## src/rtl/req_initiator_if.sv

```systemverilog
// rtl/req_initiator_if.sv - packet types and host/execution-unit bus bundle for req_initiator
//
// Purpose : shares the request/response packet structs and groups every
//           handshake and bus signal of req_initiator into one interface.
// Modports: master - the initiator (drives cmd_ready/cmd_id, req_out,
//                    completions, status)
//           slave  - the host plus execution unit (drives commands,
//                    fifo_full, rsp_in)
// Signals : cmd_valid/cmd_ready/cmd_type/cmd_data1/cmd_data2/cmd_id  host commands
//           req_out/fifo_full                 request to execution unit
//           rsp_in                            response from execution unit
//           cpl_valid/cpl_id/cpl_type/cpl_data/cpl_err   completion to host
//           outstanding/idle/timeout          status

package req_initiator_pkg;

  typedef struct packed {
    logic        req;
    logic        req_type;
    logic [2:0]  req_id;
    logic [31:0] req_data1;
    logic [31:0] req_data2;
  } req_pkt_type;

  typedef struct packed {
    logic        rsp;
    logic [2:0]  rsp_id;
    logic [63:0] rsp_data;
  } rsp_pkt_type;

endpackage

interface req_initiator_if;
  import req_initiator_pkg::*;

  logic        cmd_valid;
  logic        cmd_ready;
  logic        cmd_type;
  logic [31:0] cmd_data1;
  logic [31:0] cmd_data2;
  logic [2:0]  cmd_id;
  req_pkt_type req_out;
  logic        fifo_full;
  rsp_pkt_type rsp_in;
  logic        cpl_valid;
  logic [2:0]  cpl_id;
  logic        cpl_type;
  logic [63:0] cpl_data;
  logic        cpl_err;
  logic [2:0]  outstanding;
  logic        idle;
  logic        timeout;

  modport master (
    input  cmd_valid, cmd_type, cmd_data1, cmd_data2, fifo_full, rsp_in,
    output cmd_ready, cmd_id, req_out, cpl_valid, cpl_id, cpl_type, cpl_data,
           cpl_err, outstanding, idle, timeout
  );

  modport slave (
    output cmd_valid, cmd_type, cmd_data1, cmd_data2, fifo_full, rsp_in,
    input  cmd_ready, cmd_id, req_out, cpl_valid, cpl_id, cpl_type, cpl_data,
           cpl_err, outstanding, idle, timeout
  );

endinterface

```

## src/rtl/req_initiator.sv

```systemverilog
// rtl/req_initiator.sv - ID-tracking command initiator towards an add/mul execution unit
//
// Purpose : accepts host commands, tags each one with the lowest free ID
//           (1..7), issues it once to the execution unit, and matches
//           responses back to IDs to produce host completions.
// Ports   : clk   - single clock, posedge
//           rst_b - asynchronous active-low reset
//           bus   - req_initiator_if.master (commands, req_out, fifo_full,
//                   rsp_in, completions, outstanding/idle/timeout)
// Options : REQ_TIMEOUT_EN - builds the watchdog counter that drives the
//           sticky timeout flag; when undefined, timeout is tied low.

module req_initiator
  import req_initiator_pkg::*;
#(
  parameter int MAX_OUTSTANDING = 7,
  parameter int TIMEOUT_CYCLES  = 255
) (
  input  logic             clk,
  input  logic             rst_b,
  req_initiator_if.master  bus
);

  typedef enum logic {ST_IDLE, ST_PEND} state_t;

  localparam logic [2:0] MAX_OUT = 3'(MAX_OUTSTANDING);

  state_t      state_q, state_d;
  // Bit 0 is never set: ID 0 is reserved as "no ID".
  logic [7:0]  busy_q, busy_d;
  logic [7:0]  type_q, type_d;

  logic        pay_type_q, pay_type_d;
  logic [2:0]  pay_id_q, pay_id_d;
  logic [31:0] pay_data1_q, pay_data1_d;
  logic [31:0] pay_data2_q, pay_data2_d;

  logic        cpl_valid_q, cpl_valid_d;
  logic        cpl_err_q, cpl_err_d;
  logic        cpl_type_q, cpl_type_d;
  logic [2:0]  cpl_id_q, cpl_id_d;
  logic [63:0] cpl_data_q, cpl_data_d;

  logic [2:0]  alloc_id;
  logic [2:0]  busy_cnt;
  logic        sent;
  logic        cmd_ready_w;
  logic        accept;
  logic        rsp_ok;
  req_pkt_type req_w;

  // Lowest free ID and busy popcount, both from the registered (pre-free)
  // busy vector, so an ID released this cycle is not handed out again
  // until the next one.
  always_comb begin
    alloc_id = 3'd0;
    busy_cnt = 3'd0;
    for (int i = 7; i >= 1; i--) begin
      if (!busy_q[i]) alloc_id = 3'(i);
    end
    for (int i = 1; i <= 7; i++) begin
      busy_cnt = busy_cnt + {2'b00, busy_q[i]};
    end
  end

  assign sent        = (state_q == ST_PEND) && !bus.fifo_full;
  // rst_b gates ready so nothing is offered while reset is held.
  assign cmd_ready_w = rst_b && (alloc_id != 3'd0) && (busy_cnt < MAX_OUT) &&
                       ((state_q == ST_IDLE) || sent);
  assign accept      = bus.cmd_valid && cmd_ready_w;
  assign rsp_ok      = bus.rsp_in.rsp && busy_q[bus.rsp_in.rsp_id];

  // Issue FSM: one request slot, refilled in the same cycle it drains.
  always_comb begin
    state_d = state_q;
    case (state_q)
      ST_IDLE: if (accept) state_d = ST_PEND;
      ST_PEND: if (sent && !accept) state_d = ST_IDLE;
      default: state_d = ST_IDLE;
    endcase
  end

  always_comb begin
    pay_type_d  = pay_type_q;
    pay_id_d    = pay_id_q;
    pay_data1_d = pay_data1_q;
    pay_data2_d = pay_data2_q;
    busy_d      = busy_q;
    type_d      = type_q;
    if (rsp_ok) busy_d[bus.rsp_in.rsp_id] = 1'b0;
    if (accept) begin
      busy_d[alloc_id] = 1'b1;
      type_d[alloc_id] = bus.cmd_type;
      pay_type_d       = bus.cmd_type;
      pay_id_d         = alloc_id;
      pay_data1_d      = bus.cmd_data1;
      pay_data2_d      = bus.cmd_data2;
    end
    busy_d[0] = 1'b0;
    type_d[0] = 1'b0;
  end

  always_comb begin
    cpl_valid_d = rsp_ok;
    cpl_err_d   = bus.rsp_in.rsp && !rsp_ok;
    cpl_id_d    = bus.rsp_in.rsp_id;
    cpl_type_d  = type_q[bus.rsp_in.rsp_id];
    cpl_data_d  = bus.rsp_in.rsp_data;
  end

  always_ff @(posedge clk or negedge rst_b) begin
    if (!rst_b) begin
      state_q     <= ST_IDLE;
      busy_q      <= '0;
      type_q      <= '0;
      pay_type_q  <= 1'b0;
      pay_id_q    <= '0;
      pay_data1_q <= '0;
      pay_data2_q <= '0;
      cpl_valid_q <= 1'b0;
      cpl_err_q   <= 1'b0;
      cpl_type_q  <= 1'b0;
      cpl_id_q    <= '0;
      cpl_data_q  <= '0;
    end else begin
      state_q     <= state_d;
      busy_q      <= busy_d;
      type_q      <= type_d;
      pay_type_q  <= pay_type_d;
      pay_id_q    <= pay_id_d;
      pay_data1_q <= pay_data1_d;
      pay_data2_q <= pay_data2_d;
      cpl_valid_q <= cpl_valid_d;
      cpl_err_q   <= cpl_err_d;
      cpl_type_q  <= cpl_type_d;
      cpl_id_q    <= cpl_id_d;
      cpl_data_q  <= cpl_data_d;
    end
  end

  always_comb begin
    req_w.req       = sent;
    req_w.req_type  = pay_type_q;
    req_w.req_id    = pay_id_q;
    req_w.req_data1 = pay_data1_q;
    req_w.req_data2 = pay_data2_q;
  end

  assign bus.req_out     = req_w;
  assign bus.cmd_ready   = cmd_ready_w;
  assign bus.cmd_id      = alloc_id;
  assign bus.cpl_valid   = cpl_valid_q;
  assign bus.cpl_err     = cpl_err_q;
  assign bus.cpl_id      = cpl_id_q;
  assign bus.cpl_type    = cpl_type_q;
  assign bus.cpl_data    = cpl_data_q;
  assign bus.outstanding = busy_cnt;
  assign bus.idle        = (busy_cnt == 3'd0) && (state_q == ST_IDLE);

`ifdef REQ_TIMEOUT_EN
  localparam int CW = $clog2(TIMEOUT_CYCLES + 1);

  logic [CW-1:0] tcnt_q, tcnt_d;
  logic          timeout_q, timeout_d;

  // Counts cycles without progress while anything is in flight; saturates
  // at the limit and the flag stays set until reset.
  always_comb begin
    tcnt_d = tcnt_q;
    if (rsp_ok || (busy_cnt == 3'd0)) tcnt_d = '0;
    else if (tcnt_q != CW'(TIMEOUT_CYCLES)) tcnt_d = tcnt_q + 1'b1;
    timeout_d = timeout_q || (tcnt_d == CW'(TIMEOUT_CYCLES));
  end

  always_ff @(posedge clk or negedge rst_b) begin
    if (!rst_b) begin
      tcnt_q    <= '0;
      timeout_q <= 1'b0;
    end else begin
      tcnt_q    <= tcnt_d;
      timeout_q <= timeout_d;
    end
  end

  assign bus.timeout = timeout_q;
`else
  assign bus.timeout = 1'b0;
`endif

endmodule

```

## src/flat_wrapper.sv

```systemverilog
// flat-port wrapper written by rule: the top's interface ports become plain ports
module req_initiator_flat import req_initiator_pkg::*;
#(
  parameter int MAX_OUTSTANDING = 7,
  parameter int TIMEOUT_CYCLES  = 255
)
  (clk, rst_b, bus_cmd_valid, bus_cmd_type, bus_cmd_data1, bus_cmd_data2, bus_fifo_full, bus_rsp_in, bus_cmd_ready, bus_cmd_id, bus_req_out, bus_cpl_valid, bus_cpl_id, bus_cpl_type, bus_cpl_data, bus_cpl_err, bus_outstanding, bus_idle, bus_timeout);
  req_initiator_if bus_i ();
  input  logic clk;
  input  logic rst_b;
  input wire logic [$bits(bus_i.cmd_valid)-1:0] bus_cmd_valid;
  input wire logic [$bits(bus_i.cmd_type)-1:0] bus_cmd_type;
  input wire logic [$bits(bus_i.cmd_data1)-1:0] bus_cmd_data1;
  input wire logic [$bits(bus_i.cmd_data2)-1:0] bus_cmd_data2;
  input wire logic [$bits(bus_i.fifo_full)-1:0] bus_fifo_full;
  input wire logic [$bits(bus_i.rsp_in)-1:0] bus_rsp_in;
  output wire logic [$bits(bus_i.cmd_ready)-1:0] bus_cmd_ready;
  output wire logic [$bits(bus_i.cmd_id)-1:0] bus_cmd_id;
  output wire logic [$bits(bus_i.req_out)-1:0] bus_req_out;
  output wire logic [$bits(bus_i.cpl_valid)-1:0] bus_cpl_valid;
  output wire logic [$bits(bus_i.cpl_id)-1:0] bus_cpl_id;
  output wire logic [$bits(bus_i.cpl_type)-1:0] bus_cpl_type;
  output wire logic [$bits(bus_i.cpl_data)-1:0] bus_cpl_data;
  output wire logic [$bits(bus_i.cpl_err)-1:0] bus_cpl_err;
  output wire logic [$bits(bus_i.outstanding)-1:0] bus_outstanding;
  output wire logic [$bits(bus_i.idle)-1:0] bus_idle;
  output wire logic [$bits(bus_i.timeout)-1:0] bus_timeout;
  assign bus_i.cmd_valid = bus_cmd_valid;
  assign bus_i.cmd_type = bus_cmd_type;
  assign bus_i.cmd_data1 = bus_cmd_data1;
  assign bus_i.cmd_data2 = bus_cmd_data2;
  assign bus_i.fifo_full = bus_fifo_full;
  assign bus_i.rsp_in = bus_rsp_in;
  assign bus_cmd_ready = bus_i.cmd_ready;
  assign bus_cmd_id = bus_i.cmd_id;
  assign bus_req_out = bus_i.req_out;
  assign bus_cpl_valid = bus_i.cpl_valid;
  assign bus_cpl_id = bus_i.cpl_id;
  assign bus_cpl_type = bus_i.cpl_type;
  assign bus_cpl_data = bus_i.cpl_data;
  assign bus_cpl_err = bus_i.cpl_err;
  assign bus_outstanding = bus_i.outstanding;
  assign bus_idle = bus_i.idle;
  assign bus_timeout = bus_i.timeout;
  req_initiator #(.MAX_OUTSTANDING(MAX_OUTSTANDING), .TIMEOUT_CYCLES(TIMEOUT_CYCLES)) u_core (.clk(clk), .rst_b(rst_b), .bus(bus_i));
endmodule
```

## config.mk

```make
export PLATFORM = sky130hd
export DESIGN_NAME = req_initiator_flat
export DESIGN_NICKNAME = d
export VERILOG_FILES = /design/src/rtl/req_initiator_if.sv /design/src/rtl/req_initiator.sv /design/src/flat_wrapper.sv
export SDC_FILE = /design/constraint.sdc
export NUM_CORES = 1
export LEC_CHECK = 0
export CORE_MARGIN = 4
export CORE_UTILIZATION = 39
export CTS_CLUSTER_SIZE = 20
export DETAILED_ROUTE_END_ITERATION = 10
export MAX_ROUTING_LAYER = met4
export PLACE_DENSITY_LB_ADDON = 0.15
export SYNTH_ARGS = -nofsm -noshare
export SYNTH_HDL_FRONTEND = slang
export SYNTH_SLANG_ARGS = --single-unit
```

## constraint.sdc

```tcl
create_clock -name clk -period 4.65 [get_ports clk]
set_input_delay 1.1625 -clock clk [delete_from_list [all_inputs] [get_ports clk]]
set_output_delay 1.1625 -clock clk [all_outputs]
set_load 0.01 [all_outputs]
```

# Word-level counts from Yosys, hierarchy flattened
# Cells that the tools add are included.
# W data, S select, Z words.
# word_totals
output_inout_bits	148
regBits	153
word_cells	65
# op_classes
muxes	21
n_bitwise	4
magnitude_cmp	5
n_addsub	6
n_reduce_logical	17
# op_table
cell	count
$mux W3	7
$mux W8	2
$add A3 B1 Y3	5
$logic_and A1 B1 Y1	11
$and A8 B8 Y8	1
$bwmux W8	1
$lt A3 B4 Y1 const B	2
$not A8 Y8	1
$or A8 B8 Y8	1
$bmux W1 S3	2
$demux W1 S3	2
$ge A3 B1 Y1 const B	2
$mux W1	6
$logic_not A1 Y1	3
$logic_not A3 Y1	1
$lt A3 B3 Y1 const B	1
$reduce_bool A3 Y1	1
$add A1 B1 Y2	1
$pmux W1 S2	1
$logic_or A1 B1 Y1	1
$not A1 Y1	1

# Logic depth before layout (Yosys ltp)
# Gate-level depths: netlist of the first run.
# logic_depth
word_depth	16
depth_mapped	14

# Worst setup path before layout of the first run
# OpenSTA, ideal clock, no wires.
# synth_timing
path_kind	reg2out
start	register u_core.busy_q[2]
end	output port bus_idle
required_time_ns	3.488
path_buffers	0
slack_ns	0.530
path_stages_with_launch	12
arrival_time_ns	2.958
path_cell_list	dfrtp_1 > ha_1 > inv_1 > fa_1 > fa_1 > inv_1 > ha_1 > inv_1 > fa_1 > xor2_1 > inv_1 > nor4_1
# synth_via
elab_chain_len	8
# synth_rtl
element	line	source
start: declaration	req_initiator.sv:30	logic [7:0] busy_q, busy_d;
start signal: assignment	req_initiator.sv:127	busy_q <= busy_d;
$add A1 B1 Y2	req_initiator.sv:62	busy_cnt = busy_cnt + {2'b00, busy_q[i]};
$add A3 B1 Y3 (5 in a row)	req_initiator.sv:62	
via bus_outstanding[2]	flat_wrapper.sv:25	output wire logic [$bits(bus_i.outstanding)-1:0] bus_outstanding;
$logic_not A3 Y1	req_initiator.sv:158	assign bus.idle = (busy_cnt == 3'd0) && (state_q == ST_IDLE);
$logic_and A1 B1 Y1	req_initiator.sv:158	
end: declaration	flat_wrapper.sv:26	output wire logic [$bits(bus_i.idle)-1:0] bus_idle;
# The timed path passes the listed nets, and every way through them passes these cells.

# Final worst setup path of the first run
# layout_timing
start	register u_core.busy_q[1]
end	output port bus_idle
# layout_via
elab_chain_len	8
# layout_rtl
element	line
$add A1 B1 Y2	req_initiator.sv:62
$add A3 B1 Y3 (5 in a row)	req_initiator.sv:62
$logic_not A3 Y1	req_initiator.sv:158
$logic_and A1 B1 Y1	req_initiator.sv:158
# No other way between the ends.

==> run summary, run 1 <==
Setup Crit Path Kind - reg -> out
Routed wire length - 15970 um
Final hold violation count - 0
Rel. slew slack - 34.79%
Largest net degree at the start of global routing - 80
Critical path arrival - 3.33 ns
Syn_area_per_cell - 16.14 sq um
Pint - 3.590 mW
Pwr dens - 559.6 nW/um^2
Clock latency on the worst-skew pair - 0.41 ns
Endpoints failing setup - 0
Gr ovfl total - 0
Vias in the first global route - 4339
Clock sinks - 153
CP Depth - 12
Worst setup SP type - register
CP top delay family - adder cells
GPL Wtd Cong - 0.8443
Fin. max-slew vios - 0
CP max FO - 3
Root cell of the clock tree - clkbuf_16
Total GRT Usage - 21.34%
Comb power frac - 35.5%
Area grow syn2layout - 68.26%
Asr flop ratio synth - 100.0%
CTS H-Tree Depth - 4
P_leak - 3.820 nW
Nets - 770
Seq pwr share - 36.7%
Sw Share - 28.62%
Row cnt - 42
Ports - 285
Die area - 15630 sq um
First-pass GRT wire length - 24250 um
Setup Skew - 0.007454 ns
Crit path cell chain - ha_1 -> inv_1 -> fa_1 -> fa_1 -> inv_1 -> ha_1 -> inv_1 -> fa_1 -> xor2_2 -> inv_1 -> nor4_1 -> clkbuf_2
Most common cell after layout, fill and taps aside - clkdlybuf4s50_1
FMAX - 222.8 MHz
Flop2flop setup slack - 0.67 ns
Buffer levels on the longest clock path - 2
CP required - 3.49 ns
Share of layout cells above drive strength 1 - 18.75%
Total core area - 13350 sq um
Antenna Nets Post-Route - 0
Drt via density - 4.704
Mapped Area - 5341 sq um
R2R cell count - 14
EDFF count, synth - 0
# DRC - 0
Hold Crit Class - reg -> reg
Min Tclk post-route - 4.489 ns
Kind of end point of the critical path - output pin
Maximum VDD drop - 0.2790 mV
CTS Buf Count - 17
Max cap viols - 0
Clock-pin slew on the worst setup and hold paths - 0.06 ns
Slew at the pin closest to its max-slew limit - 0.9781 ns
Yosys warnings - 0
Hpwl dp - 12080 um
Synth cell types - 42
Critical-path top delay cell - fa_1
Crit path to - bus_idle
Status - complete, no violations
Drt initial violations - 205
Worst R2R Start - u_core.busy_q[1]
CP peak stage delay - 0.49 ns
Hold_buf cts - 0
Crit path launch - u_core.busy_q[1]
Post-synthesis sequential element count - 153
Crit path buffers/inverters - 5
Via count - 3843
Post-synth net total - 474
Ys flop type - dfrtp_1
RSZ-0062 raised after global routing - false
DR pass1 iterations - 4
Total negative slack - 0 ns
Reg-to-reg endpoint - u_core.pay_data1_q[1]
Clk network pwr share - 27.8%
Commonest cells after routing, fill and taps aside - clkdlybuf4s50_1 (278), dfrtp_1 (153), mux2_2 (71), clkbuf_16 (17)
Synth Instances - 331
Initial Util - 40.02%
Avg WL per Cell - 19.55 um
Tcrit/Tclk final - 96.53%
Die width - 125.0 um
Overall power - 5.030 mW
Most used cell along the critical path - inv_1
CTS tree - done
Sequential share of the synthesized area - 71.68%
Die H - 125.0 um
Antenna violations before repair - 1
# port buffers - 283
Switching pwr - 1.440 mW
## worst register-to-register path, stage by stage (launching register included)
cell and delay, ns:
dfrtp_1 0.38, ha_1 0.28, inv_1 0.05, fa_1 0.49
fa_1 0.41, inv_1 0.07, ha_1 0.13, inv_1 0.05
fa_1 0.40, xor2_2 0.23, buf_4 0.16, o211ai_2 0.20
nor2_4 0.15, buf_4 0.45, mux2_2 0.42
## power groups by stage
stage	logic, mW	registers (mW)	clock network [mW]
finish	1.78	1.85	1.40
global route	1.91	1.89	1.49
CTS	1.81	1.85	1.43
detailed placement	1.77	1.87	0
global placement	1.75	1.85	0
floorplan	0.593	1.98	0
## Yosys cell counts, types with 2 or more instances
| cell type | instances | area (sq um) |
|---|---|---|
| a21oi_1 | 3 | 15.01 |
| and2_1 | 2 | 12.51 |
| buf_2 | 6 | 30.03 |
| buf_4 | 3 | 22.52 |
| buf_6 | 3 | 33.78 |
| clkbuf_1 | 2 | 7.510 |
| dfrtp_1 | 153 | 3829 |
| fa_1 | 3 | 60.06 |
| ha_1 | 3 | 37.54 |
| inv_1 | 13 | 48.80 |
| mux2_2 | 71 | 799.5 |
| mux2i_1 | 2 | 20.02 |
| nand2_1 | 12 | 45.04 |
| nand2b_1 | 5 | 31.28 |
| nor2_1 | 3 | 11.26 |
| nor2b_1 | 4 | 25.02 |
| o21ai_0 | 14 | 70.07 |
| o21bai_1 | 2 | 15.01 |
| o31ai_1 | 4 | 30.03 |
## metal layers
layer	share of wire, %	track usage (%)
met1	34	21.55
met2	52	34.80
met3	12	11.60
met4	2.2	8.291
met5	0	-
## what timing repair did
item                       in CTS  in global routing
setup endpoints to repair       2                  4
resized for setup               4                  9
pin swaps                       0                  1
buffers inserted                0                  0
## kinds of logic after synthesis
logic type	Yosys count	synth area share (%)
flip-flops	153	71.68
multiplexers	75	15.98
AND/OR/NAND/NOR	37	3.842
AO/OA/AOI/OAI	31	3.772
buffers and inverters	27	2.670
adder cells (fa/ha/maj)	6	1.827
other	1	0.07021
XOR/XNOR	1	0.1640
## sequential cells by signal, summed over array words and instances, names as in the netlist, 3 cells and up
signal,flops
u_core.pay_data1_q,32
u_core.pay_data2_q,32
u_core.busy_q,7
u_core.bus.cpl_id,3
u_core.pay_id_q,3
u_core.type_q,7
u_core.bus.cpl_data,64
## worst min path at each step
stage                     startpoint               endpoint  slack, ns  cells past startpoint
2_1_floorplan       u_core.type_q[2]       u_core.type_q[2]       0.46                      1
3_3_place_gp        u_core.type_q[2]       u_core.type_q[2]       0.48                      1
3_5_place_dp      u_core.pay_id_q[2]     u_core.pay_id_q[2]       0.49                      2
4_1_cts             u_core.type_q[2]       u_core.type_q[2]       0.50                      1
5_1_grt        u_core.pay_data2_q[5]  u_core.pay_data2_q[5]       0.52                      1
6_report            u_core.type_q[2]       u_core.type_q[2]       0.49                      1
## area by class of cell
class,instances,area (sq um)
diodes,1,2.502
well taps,176,220.2
flip-flops and latches,153,3829
inverters,13,48.80
repair buffers,291,2889
clock inverters,11,143.9
fillers,977,4360
multi-input cells,151,1394
clock buffers,21,460.4
## through the flow
step / hold slack [ns] / instance area (sq um) / util [%] / cells / setup WS [ns]
floorplan: 0.4635 / 5341 / - / 331 / 0.5296
global placement: 0.4777 / 8367 / 62.68 / 784 / 0.2693
detailed placement: 0.4880 / 8367 / 62.68 / 784 / 0.1836
CTS: 0.5026 / 8976 / 67.25 / 816 / 0.02723
global route: 0.5199 / 8987 / 67.33 / 817 / 0.03791
finish: 0.4948 / 8987 / 67.33 / 817 / 0.1612
No activity file was read; power rests on OpenSTA's default activity.
==> inputs of run 2 (changes only) <==
==> constraint.sdc (replaced) <==
create_clock -name clk -period 4.5 [get_ports clk]
set_input_delay 1.125 -clock clk [delete_from_list [all_inputs] [get_ports clk]]
set_output_delay 1.125 -clock clk [all_outputs]
set_load 0.01 [all_outputs]
==> run summary, run 2 (synthesis results as in run 1) <==
CTS tree - done
Total GRT Usage - 21.15% (-0.19 points)
Worst slack, placed - 0.1122 ns (-0.07139 ns)
Max FFs per register - 64 (unchanged)
R2R cell count - 14 (unchanged)
Commonest cells after routing, fill and taps aside - clkdlybuf4s50_1 (278), dfrtp_1 (153), mux2_2 (71), clkbuf_16 (17), o21ai_0 (13)
Reg-to-reg endpoint - u_core.pay_data1_q[27]
# DRC - 0 (unchanged)
Crit path launch - u_core.busy_q[1]
Tcrit/Tclk final - 98.07%
CP required - 3.38 ns (-0.11 ns)
CTS Buf Count - 17 (unchanged)
Rel. slew slack - 45.09% (+10 points)
Max cap viols - 0 (unchanged)
Clock-pin slew on the worst setup and hold paths - 0.06 ns (about the same)
Total core area - 13350 sq um (unchanged)
Fin. max-slew vios - 0 (unchanged)
DR pass1 iterations - 4 (unchanged)
Final hold violation count - 0 (unchanged)
Setup Crit Path Kind - reg -> out
P_leak - 3.785 nW (-0.91%)
Hold Crit Class - reg -> reg
Switching pwr - 1.511 mW (+5.0%)
Clk network pwr share - 27.1% (-0.7 points)
Hold path depth - 1 (unchanged)
Worst R2R Start - u_core.busy_q[1]
Flop2flop setup slack - 0.59 ns (-0.08 ns)
Ports - 285 (unchanged)
CP max FO - 2 (-1)
Maximum VDD drop - 0.3194 mV (+15%)
Die area - 15630 sq um (unchanged)
Share of layout cells above drive strength 1 - 19.50% (+0.75 points)
Crit path to - bus_idle
Pwr dens - 576.0 nW/um^2 (+2.9%)
Worst setup SP type - register
CTS H-Tree Depth - 4 (unchanged)
CP Depth - 11 (-1)
Die H - 125.0 um (unchanged)
Routed wire length - 15630 um (-2.2%)
Slew at the pin closest to its max-slew limit - 0.8237 ns (-0.1544 ns)
Buffer levels on the longest clock path - 2 (unchanged)
Kind of end point of the critical path - output pin
Seq pwr share - 36.9% (+0.2 points)
Placed Cells - 784 (unchanged)
Final WS setup - 0.08688 ns (-0.07429 ns)
Number of diodes - 0 (-1)
Antenna Nets Post-Route - 0 (unchanged)
Final core occ - 67.18% (-0.15 points)
Critical path arrival - 3.29 ns (-0.04 ns)
Most used cell along the critical path - inv_1
Most common cell after layout, fill and taps aside - clkdlybuf4s50_1
Drt via density - 4.632 (-1.5%)
Min Tclk post-route - 4.413 ns
Clock sinks - 153 (unchanged)
# port buffers - 283 (unchanged)
Clock latency on the worst-skew pair - 0.42 ns (about the same)
Hpwl dp - 11990 um (-0.75%)
Largest net degree at the start of global routing - 69 (-14%)
Drt initial violations - 162 (-21%)
Crit path buffers/inverters - 5 (unchanged)
GPL Wtd Cong - 0.8591 (+1.8%)
CP peak stage delay - 0.53 ns (+0.04 ns)
Antenna violations before repair - 0 (-1)
Area grow syn2layout - 67.88%
Avg WL per Cell - 19.13 um (-2.2%)
Initial Util - 40.02% (unchanged)
Hold_buf cts - 0 (unchanged)
Via count - 3784 (-1.5%)
Nets - 771 (+0.13%)
Fill count - 975 (-0.20%)
Non-filler cells, final - 817 (unchanged)
Pint - 3.654 mW (+1.8%)
Root cell of the clock tree - clkbuf_16
Vias in the first global route - 4328 (-0.25%)
First-pass GRT wire length - 24180 um (-0.31%)
Critical-path top delay cell - fa_2
Crit path cell chain - ha_1 -> inv_1 -> fa_1 -> fa_1 -> inv_1 -> ha_1 -> inv_2 -> fa_2 -> inv_1 -> nor4_1 -> buf_2
Die width - 125.0 um (unchanged)
Status - complete, no violations
CP top delay family - adder cells
RSZ-0062 raised after global routing - true
Endpoints failing setup - 0 (unchanged)
FMAX - 226.6 MHz
Row cnt - 42 (unchanged)
Setup Skew - 0.01091 ns (+0.003453 ns)
Comb power frac - 36.0% (+0.5 points)
Sw Share - 29.26% (+0.63 points)
Gr ovfl total - 0 (unchanged)
## run 2: cell count changes in the layout (fill, tap and decap cells not counted), moves of 2 or more
| cell | delta |
|---|---|
| dlymetal6s2s_1 | -2 |
| clkinvlp_4 | +3 |
| clkbuf_1 | -2 |
| buf_2 | +2 |
| dlygate4sd2_1 | +2 |
| inv_6 | +2 |
| clkbuf_2 | -2 |
## run 2: how the worst min path moves through the flow
stage | slack [ns] | to | from
floorplan | 0.46 | u_core.type_q[2] | u_core.type_q[2]
global placement | 0.48 | u_core.type_q[2] | u_core.type_q[2]
detailed placement | 0.49 | u_core.type_q[2] | u_core.type_q[2]
CTS | 0.50 | u_core.type_q[2] | u_core.type_q[2]
global route | 0.52 | u_core.pay_data1_q[20] | u_core.pay_data1_q[20]
finish | 0.50 | u_core.type_q[2] | u_core.type_q[2]
## run 2: layout make-up
type | instances | area [sq um] | share of cell area (%)
multi-input cells | 151 | 1396 | 15.57
well taps | 176 | 220.2 | 2.456
clock inverters | 14 | 145.1 | 1.619
repair buffers | 292 | 2889 | 32.22
inverters | 13 | 48.80 | 0.5442
clock buffers | 18 | 439.2 | 4.897
flip-flops and latches | 153 | 3829 | 42.70
## run 2: metal layers
metal  GRT usage, %  vias up  share of wire [%]
li1               -     1723                  -
met2          35.21      191                 52
met4          7.143        0                1.9
met1          21.44     1846                 35
met5              -        -                  0
met3          11.13       24                 11
## run 2: timing repair
item / CTS / global route
hold endpoints to repair: 0 / 0
pin swaps: 0 / 1
resized for setup: 8 / 9
buffers inserted: 0 / 1
endpoints found under the setup margin: 4 / 3
## run 2: power groups by stage
| stage | combinational, mW | clock, mW | sequential (mW) |
|---|---|---|---|
| global route | 1.99 | 1.50 | 1.95 |
| floorplan | 0.613 | 0 | 2.05 |
| CTS | 1.84 | 1.43 | 1.91 |
| finish | 1.86 | 1.40 | 1.91 |
| detailed placement | 1.83 | 0 | 1.93 |
| global placement | 1.81 | 0 | 1.91 |
## run 2: stage by stage
stage	hold slack, ns	power [mW]	setup TNS, ns	instance area, sq um
6_report	0.5023	5.165	0	8967
5_1_grt	0.5174	5.442	-0.1606	8967
4_1_cts	0.4989	5.185	-0.04657	8950
3_5_place_dp	0.4858	3.760	0	8367
3_3_place_gp	0.4777	3.721	0	8367
2_1_floorplan	0.4635	2.662	0	5341
